[config.mk]
export PLATFORM = sky130hd
export DESIGN_NAME = uart_tx_arbiter
export DESIGN_NICKNAME = d
export VERILOG_FILES = /design/src/rtl/uart_tx_arbiter.sv
export SDC_FILE = /design/constraint.sdc
export NUM_CORES = 1
export LEC_CHECK = 0
export ABC_AREA = 1
export CAP_MARGIN = 20
export CORE_MARGIN = 2
export CORE_UTILIZATION = 44
export CTS_CLUSTER_SIZE = 16
export DETAILED_ROUTE_END_ITERATION = 10
export MAX_ROUTING_LAYER = met4
export PLACE_DENSITY_LB_ADDON = 0.12
export SLEW_MARGIN = 25
export SYNTH_ARGS = -nofsm -noshare
export SYNTH_HDL_FRONTEND = slang
export SYNTH_SLANG_ARGS = --single-unit
[constraint.sdc]
create_clock -name clk -period 2.09 [get_ports clk]
set_input_delay 0.5225 -clock clk [delete_from_list [all_inputs] [get_ports clk]]
set_output_delay 0.5225 -clock clk [all_outputs]
set_load 0.02 [all_outputs]
[src/rtl/uart_tx_arbiter.sv]
// Packet-locking round-robin arbiter that merges NREQ AXI-stream requesters onto one uart tx input.
// Ownership is held from grant until the owner's tlast beat or an idle timeout.
module uart_tx_arbiter #(
  parameter int NREQ    = 4,
  parameter int DATA_W  = 8,
  parameter int TIMEOUT = 255
) (
  input  logic                     clk,
  input  logic                     rst,
  input  logic [NREQ*DATA_W-1:0]   req_tdata,
  input  logic [NREQ-1:0]          req_tvalid,
  input  logic [NREQ-1:0]          req_tlast,
  output logic [NREQ-1:0]          req_tready,
  output logic [DATA_W-1:0]        out_tdata,
  output logic                     out_tvalid,
  input  logic                     out_tready,
  output logic [NREQ-1:0]          grant,
  output logic                     busy,
  output logic                     timeout_err
);

  localparam int PW = (NREQ > 1) ? $clog2(NREQ) : 1;
  localparam int CW = (TIMEOUT > 0) ? $clog2(TIMEOUT + 1) : 1;
  localparam logic [CW-1:0] CNT_LAST = (TIMEOUT > 0) ? CW'(TIMEOUT - 1) : {CW{1'b0}};
  localparam logic [PW-1:0] LAST_IDX = PW'(NREQ - 1);
  localparam logic [NREQ-1:0] ONE_HOT0 = {{(NREQ-1){1'b0}}, 1'b1};

  typedef enum logic {IDLE = 1'b0, XFER = 1'b1} state_t;

  state_t          state_r, state_s;
  logic [PW-1:0]   ptr_r, ptr_s, owner_r, owner_s, pick_s, next_ptr_s, idx_s;
  logic [NREQ-1:0] grant_r, grant_s;
  logic [CW-1:0]   cnt_r, cnt_s;
  logic            terr_r, terr_s;
  logic            found_s, own_valid_s, own_last_s, beat_s, timeout_s;

  // Round-robin search for the first valid requester starting at ptr_r.
  always_comb begin
    pick_s  = {PW{1'b0}};
    found_s = 1'b0;
    idx_s   = {PW{1'b0}};
    for (int k = 0; k < NREQ; k++) begin
      int sum;
      sum = int'(ptr_r) + k;
      if (sum >= NREQ) begin
        sum = sum - NREQ;
      end else begin
        sum = sum;
      end
      idx_s = PW'(sum);
      if (!found_s && req_tvalid[idx_s]) begin
        found_s = 1'b1;
        pick_s  = idx_s;
      end else begin
        found_s = found_s;
      end
    end
  end

  assign own_valid_s = req_tvalid[owner_r];
  assign own_last_s  = req_tlast[owner_r];
  assign next_ptr_s  = (owner_r == LAST_IDX) ? {PW{1'b0}} : owner_r + PW'(1);
  assign beat_s      = (state_r == XFER) && own_valid_s && out_tready;
  // The release fires at the end of the TIMEOUT-th consecutive idle cycle.
  assign timeout_s   = (TIMEOUT > 0) && (state_r == XFER) && !own_valid_s && (cnt_r == CNT_LAST);

  // Next-state and bookkeeping for the IDLE/XFER machine.
  always_comb begin
    state_s = state_r;
    owner_s = owner_r;
    ptr_s   = ptr_r;
    cnt_s   = cnt_r;
    grant_s = grant_r;
    terr_s  = 1'b0;
    case (state_r)
      IDLE: begin
        if (found_s) begin
          state_s = XFER;
          owner_s = pick_s;
          grant_s = ONE_HOT0 << pick_s;
          cnt_s   = {CW{1'b0}};
        end else begin
          grant_s = {NREQ{1'b0}};
        end
      end
      XFER: begin
        if (beat_s && own_last_s) begin
          state_s = IDLE;
          grant_s = {NREQ{1'b0}};
          ptr_s   = next_ptr_s;
          cnt_s   = {CW{1'b0}};
        end else if (timeout_s) begin
          state_s = IDLE;
          grant_s = {NREQ{1'b0}};
          ptr_s   = next_ptr_s;
          cnt_s   = {CW{1'b0}};
          terr_s  = 1'b1;
        end else if (own_valid_s) begin
          cnt_s = {CW{1'b0}};
        end else if (cnt_r != {CW{1'b1}}) begin
          cnt_s = cnt_r + CW'(1);
        end else begin
          cnt_s = cnt_r;
        end
      end
      default: begin
        state_s = IDLE;
        grant_s = {NREQ{1'b0}};
      end
    endcase
  end

  // State register with synchronous reset.
  always_ff @(posedge clk) begin
    if (rst) begin
      state_r <= IDLE;
      owner_r <= {PW{1'b0}};
      ptr_r   <= {PW{1'b0}};
      cnt_r   <= {CW{1'b0}};
      grant_r <= {NREQ{1'b0}};
      terr_r  <= 1'b0;
    end else begin
      state_r <= state_s;
      owner_r <= owner_s;
      ptr_r   <= ptr_s;
      cnt_r   <= cnt_s;
      grant_r <= grant_s;
      terr_r  <= terr_s;
    end
  end

  // Combinational data path from the owner; reset blocks any handshake.
  always_comb begin
    out_tdata  = req_tdata[owner_r*DATA_W +: DATA_W];
    out_tvalid = 1'b0;
    req_tready = {NREQ{1'b0}};
    if ((state_r == XFER) && !rst) begin
      out_tvalid          = own_valid_s;
      req_tready[owner_r] = out_tready;
    end else begin
      out_tvalid = 1'b0;
    end
  end

  assign grant       = grant_r;
  assign busy        = (state_r == XFER);
  assign timeout_err = terr_r;

endmodule

== Yosys cells after proc, flatten, opt, wreduce, memory -nomap -nowiden ==
Index checks and enable logic that the tools add are counted.
Word-level totals
  flip-flop bits (word level): 18
  bits in latches: 0
  memory bits (writable): 0
  memory bits (read-only): 0
  input port bits: 43
  output and inout bits: 19
  logic and storage cells: 101
  memories kept: 0
Operators by class
  add/sub/neg operators: 9
  multiply operators: 0
  div/mod/pow operators: 0
  order comparisons: 10
  equality and inequality tests: 6
  shifts and indexed selects: 2
  mux-type cells: 46
  bitwise logic cells: 2
  reduce and logical (&&, ||, !) cells: 20
Operator list (count)
  8-bit two-way mux: 5
  32-bit by 6-bit variable part select with 8-bit output: 1
  2-bit two-way mux: 11
  1-bit two-way mux: 16
  4-bit two-way mux: 4
  8-bit one-hot mux with 2 select lines: 1
  2-bit by 3-bit < comparator with 1-bit output, second input constant: 5
  1-bit binary-select mux with 2-bit select: 6
  1-bit logical AND: 10
  3-bit greater-or-equal comparator, second input constant: 3
  8-bit by 1-bit adder with 8-bit output, second input constant: 1
  8-bit equality test, second input constant: 1
  8-bit inequality test, second input constant: 1
  4-bit one-hot mux with 2 select lines: 1
  2-bit by 1-bit subtractor with 2-bit output, second input constant: 4
  2-bit by 2-bit adder with 3-bit output, second input constant: 2
  2-bit AND reduction: 3
  1-bit logical NOT: 5
  5-bit by 1-bit inequality test with 1-bit output, second input constant: 1
  4-bit bitwise AND: 1
  1-bit by 2-bit left shift with 4-bit output, first input constant: 1
  2-bit by 1-bit adder with 3-bit output, second input constant: 1
  2-bit by 3-bit greater-or-equal comparator with 1-bit output, second input constant: 1
  3-bit by 1-bit inequality test with 1-bit output, second input constant: 1
  other kinds (9): 9

== Longest topological paths before layout ==
Gate-level depths: netlist (run 1).
  depth in word-level cells: 17
  gate-level depth with buffers: 12
  gate-level depth less buffers: 12

== Worst setup path before layout (run 1) ==
Ideal clock, no wire load.
  kind: register -> output
  start point: reg owner_r[0]
  end point: out req_tready[0]
  arrival: 1478 ps
  data required time: 1567 ps
  setup slack: 90 ps
  stages on the path, launching flop included: 7
  path buffers: 2
  cell sequence: dfxtp_1 inv_2 clkbuf_1 clkbuf_1 ha_1 nand2_1 nor2_1
On the way
  word-level cells in the longest chain between the ends: 6
  elaborated cells on any way between the ends: 7
  classes of those cells: order compare (2); mux (3); bitwise (1); reduce/logical (1)
Ends and longest elaborated chain
  start: declaration: RTL line 31  | logic [PW-1:0] ptr_r, ptr_s, owner_r, owner_s, pick_s, next_ptr_s, idx_s;
  start signal: assignment: RTL line 117  | owner_r <= {PW{1'b0}};
  start signal: assignment: RTL line 124  | owner_r <= owner_s;
  2-bit by 3-bit < comparator with 1-bit output (implied by the code) or 2-bit by 1-bit greater-or-equal comparator with 1-bit output (tied branches): RTL line 139  | req_tready[owner_r] = out_tready;
  1-bit logical AND (implied by the code): RTL line 139
  1-bit two-way mux (implied by the code): RTL line 139
  1-bit demux with 2-bit select (*): RTL line 139
  4-bit bitwise AND (no line) (*)
  4-bit two-way mux (*): RTL line 137  | if ((state_r == XFER) && !rst) begin
  end: declaration: RTL line 13  | output logic [NREQ-1:0] req_tready,
Every way passes the cells marked *; elsewhere a longest branch is shown, timed or not.

== Final worst setup path (run 1) ==
  start point: reg state_r, in the netlist busy
  end point: out busy
RTL lines
  start: declaration: RTL line 30  | state_t state_r, state_s;
  start signal: assignment: RTL line 123  | state_r <= state_s;
  end: declaration: RTL line 18  | output logic busy,
No word-level cell between the ends.

==> results of run 1 <==
[metrics by stage]
step / utilization, % / setup slack (ns)
after CTS: 72.2 / 0.00241
after detailed placement: 71.2 / -0.527
after global placement: 71.2 / -0.488
after floorplan: - / 0.0895
final: 71.6 / 0.0916
after global routing: 71.6 / 0.0210
[state kept, by name, indices dropped and copies added (netlist names)]
name,flops
timeout_err,1
ptr_r,2
owner_r,2
busy,1
grant,4
cnt_r,8
[timing repair]
action                                  4_1_cts  5_1_grt
gates cloned                                  0        0
setup buffers                                 0        1
endpoints found under the setup margin       13       13
pin swaps                                     0        4
resized for setup                            44       22
[per-layer routing]
metal / up-vias / GRT usage (%)
li1: 1051 / -
met1: 869 / 29.4
met2: 46 / 43.5
met3: 9 / 5.38
met4: 0 / 4.79
met5: - / -
[cell type report]
cell class	instances	share of cell area (%)
Multi-Input combinational cell	219	45.8
Sequential cell	18	14.8
Inverter	26	4.09
Clock buffer	4	1.48
Tap cell	46	2.35
Timing Repair Buffer	87	31.5
[power by group through the flow]
stage / registers, W / clock network, W / logic (W)
after detailed placement: 0.000388 / 0 / 0.000643
after global placement: 0.000387 / 0 / 0.000635
after floorplan: 0.000399 / 0 / 0.000331
final: 0.000381 / 0.000220 / 0.000621
after global routing: 0.000384 / 0.000233 / 0.000686
after CTS: 0.000381 / 0.000222 / 0.000628
[worst max path at each step]
stage	from	end	slack [ns]	cells past startpoint
2_1_floorplan	owner_r[0]	req_tready[0]	0.09	6
3_3_place_gp	req_tvalid[1]	out_tvalid	-0.49	6
3_5_place_dp	req_tvalid[1]	out_tvalid	-0.53	6
4_1_cts	owner_r[0]	out_tdata[1]	0.002	6
5_1_grt	out_tready	req_tready[3]	0.02	4
6_report	busy	busy	0.09	2
[cells in the mapped netlist (2+ instances only)]
library cell | instances | area share (%)
nand2_1 | 76 | 18
nor2_1 | 35 | 8.1
inv_1 | 21 | 4.9
o21ai_0 | 21 | 6.5
nand3_1 | 20 | 6.2
dfxtp_1 | 18 | 22
a21oi_1 | 17 | 5.3
nand2_2 | 10 | 3.9
o22ai_1 | 8 | 3.1
clkbuf_1 | 6 | 1.4
ha_1 | 6 | 4.7
nand4_1 | 6 | 2.3
inv_2 | 5 | 1.2
nor3_1 | 4 | 1.2
xor2_1 | 4 | 2.2
buf_2 | 3 | 0.93
nand3_2 | 2 | 1.2
nor2_4 | 2 | 1.4
[cell usage in the layout (no fill, tap or decap), types with 2 or more instances in the layout]
cell type / synthesis / final
nand2_1: 76 / 76
clkdlybuf4s50_1: 0 / 43
nor2_1: 35 / 35
buf_4: 0 / 27
o21ai_0: 21 / 21
inv_1: 21 / 20
nand3_1: 20 / 18
a21oi_1: 17 / 17
dfxtp_1: 18 / 17
nand2_2: 10 / 10
o22ai_1: 8 / 8
buf_2: 3 / 7
nand4_1: 6 / 6
ha_1: 6 / 6
inv_2: 5 / 5
nand3_2: 2 / 4
xor2_1: 4 / 4
nor3_1: 4 / 3
clkbuf_4: 0 / 3
dlymetal6s2s_1: 0 / 3
clkbuf_2: 0 / 3
nor2_4: 2 / 2
dlygate4sd2_1: 0 / 2
[logic make-up after synthesis]
logic type	synth area share, %
xor+xnor	2.72
simple gates	45.0
buf+inv	9.08
compound gates	16.2
fa+ha+maj	4.65
flops	22.3
[worst max-delay path: stages, from the launching register on]
cell	delay, ns
dfxtp_1	0.37
buf_4	0.18
clkdlybuf4s50_1	0.62
==> results.ini, run 1 <==
[clock_tree]
root_buffer = clkbuf_4
clkTransAtPathRegs_ns = 0.10
clock-sinks = 18
cts_tree = done
htree_levels = 1
clk_path_buf_depth = 2
clk_latency_ns = 0.30
numCtsBuffers = 3
cts_hold_buf = 0

[floorplan]
start_util_pct = 47.2
die_w_um = 64.5
pin_count = 62
rows = 21
core-area_sq_mm = 0.00342
die_h_um = 64.5
dieArea_sq_mm = 0.00417

[sta]
setup_viol = 0
tightest_slew_ns = 0.239
relSlewSlack_pct = 84.0
report.final.slew_viol_count = 0
skew_ns = 0.00102
finalSetupTns_ns = 0
final_period_minus_worst_setup_slack_ns = 2.00
holdWs_ns = 0.476
post-route-period-util_pct = 95.6
hold_viol = 0
max_freq_ghz = 0.500
grt_setup_unrepaired = false

[drt]
top_layer_used = met4
drc = 0
drt_iter0_markers = 101
post_drt_wl_per_cell_um = 11.6
ant_nets = 0
firstDrtPassIters = 4
wirelength_um = 4650
via_per_inst = 4.94
route.met2.wl_um = 2230
wl_met1_um = 2110
vias = 1975
dr_wl_met3_um = 261

[setup_path]
r2r-start = owner_r[0]
worstReg2RegEnd = grant[0]
cp.arrival_ns = 1.48
worstSetupStartpointType = register
worstSetupPathType = reg2out
cp-end-kind = primary output
crit_fanout = 8
cp.required_ns = 1.57
rrSetupSlack_ns = 0.41
ff2ff_path_depth = 12

[grt]
antenna_found_initial = 0
grt_max_degree = 12
overflow = 0
grt_pass1_vias = 1982
grt_use_total_pct = 24.8
grt_pass1_wl_um = 8050

[power_and_ir_drop]
comb_power_share_pct = 50.8
switching_share_pct = 38.9
p_leak_nw = 1.16
pwr-share-clk_pct = 18.0
ir_worst_vdd_mv = 0.434
pwr-share-seq_pct = 31.2
p_int_w = 0.000746
netSwitchingPower_w = 0.000476
finalPower_w = 0.00122
power_density_mw_per_mm2 = 500

[layout]
stdcell_area_sq_mm = 0.00245
layout.nets = 404
n_fill_cell = 304
fin_cells = 400
regArea_sq_um = 362
antennaDiodeCount = 0
drive_gt1_share_pct = 20.1
syn_to_final_growth_pct = 51.7
multi_input_area_sq_mm = 0.00112

[outcome]
status = complete, no violations

[synth]
ys_types = 27
yosysSeqAreaShare_pct = 22.3
async_flop_share_pct = 0
yosys_warnings = 0
ys_ff_latch = 18
avgSynthCellArea_sq_um = 5.91
synth_area_sq_mm = 0.00161
synth_edf_count = 0
synthCells = 273
synth_fp_nets = 322
yosys_most_used_dff = dfxtp_1

[placed_design]
dp.cells = 395
dp_hpwl_um = 3790
gp_congestion = 0.934
dpl-instance-area_sq_mm = 0.00243
io_buffer_count = 61

[min_path]
hold_depth = 2
hp-class = reg2reg
holdPathEnd = grant[2]
hp-start = grant[2]

[run]
max_cap_viol_count = 0

Power figures use the tool's default switching activity.
==> inputs of run 2 (changes only) <==
CTS_CLUSTER_DIAMETER = 30   (was default)
==> results of run 2 <==
No change in the layout: final DEF, timing and power equal those of run 1.
==> inputs of run 3 (changes only) <==
HOLD_SLACK_MARGIN = 0.05   (was default)
SLEW_MARGIN = 10   (was 25)
==> results of run 3 <==
No change in the layout: final DEF, timing and power equal those of run 1.
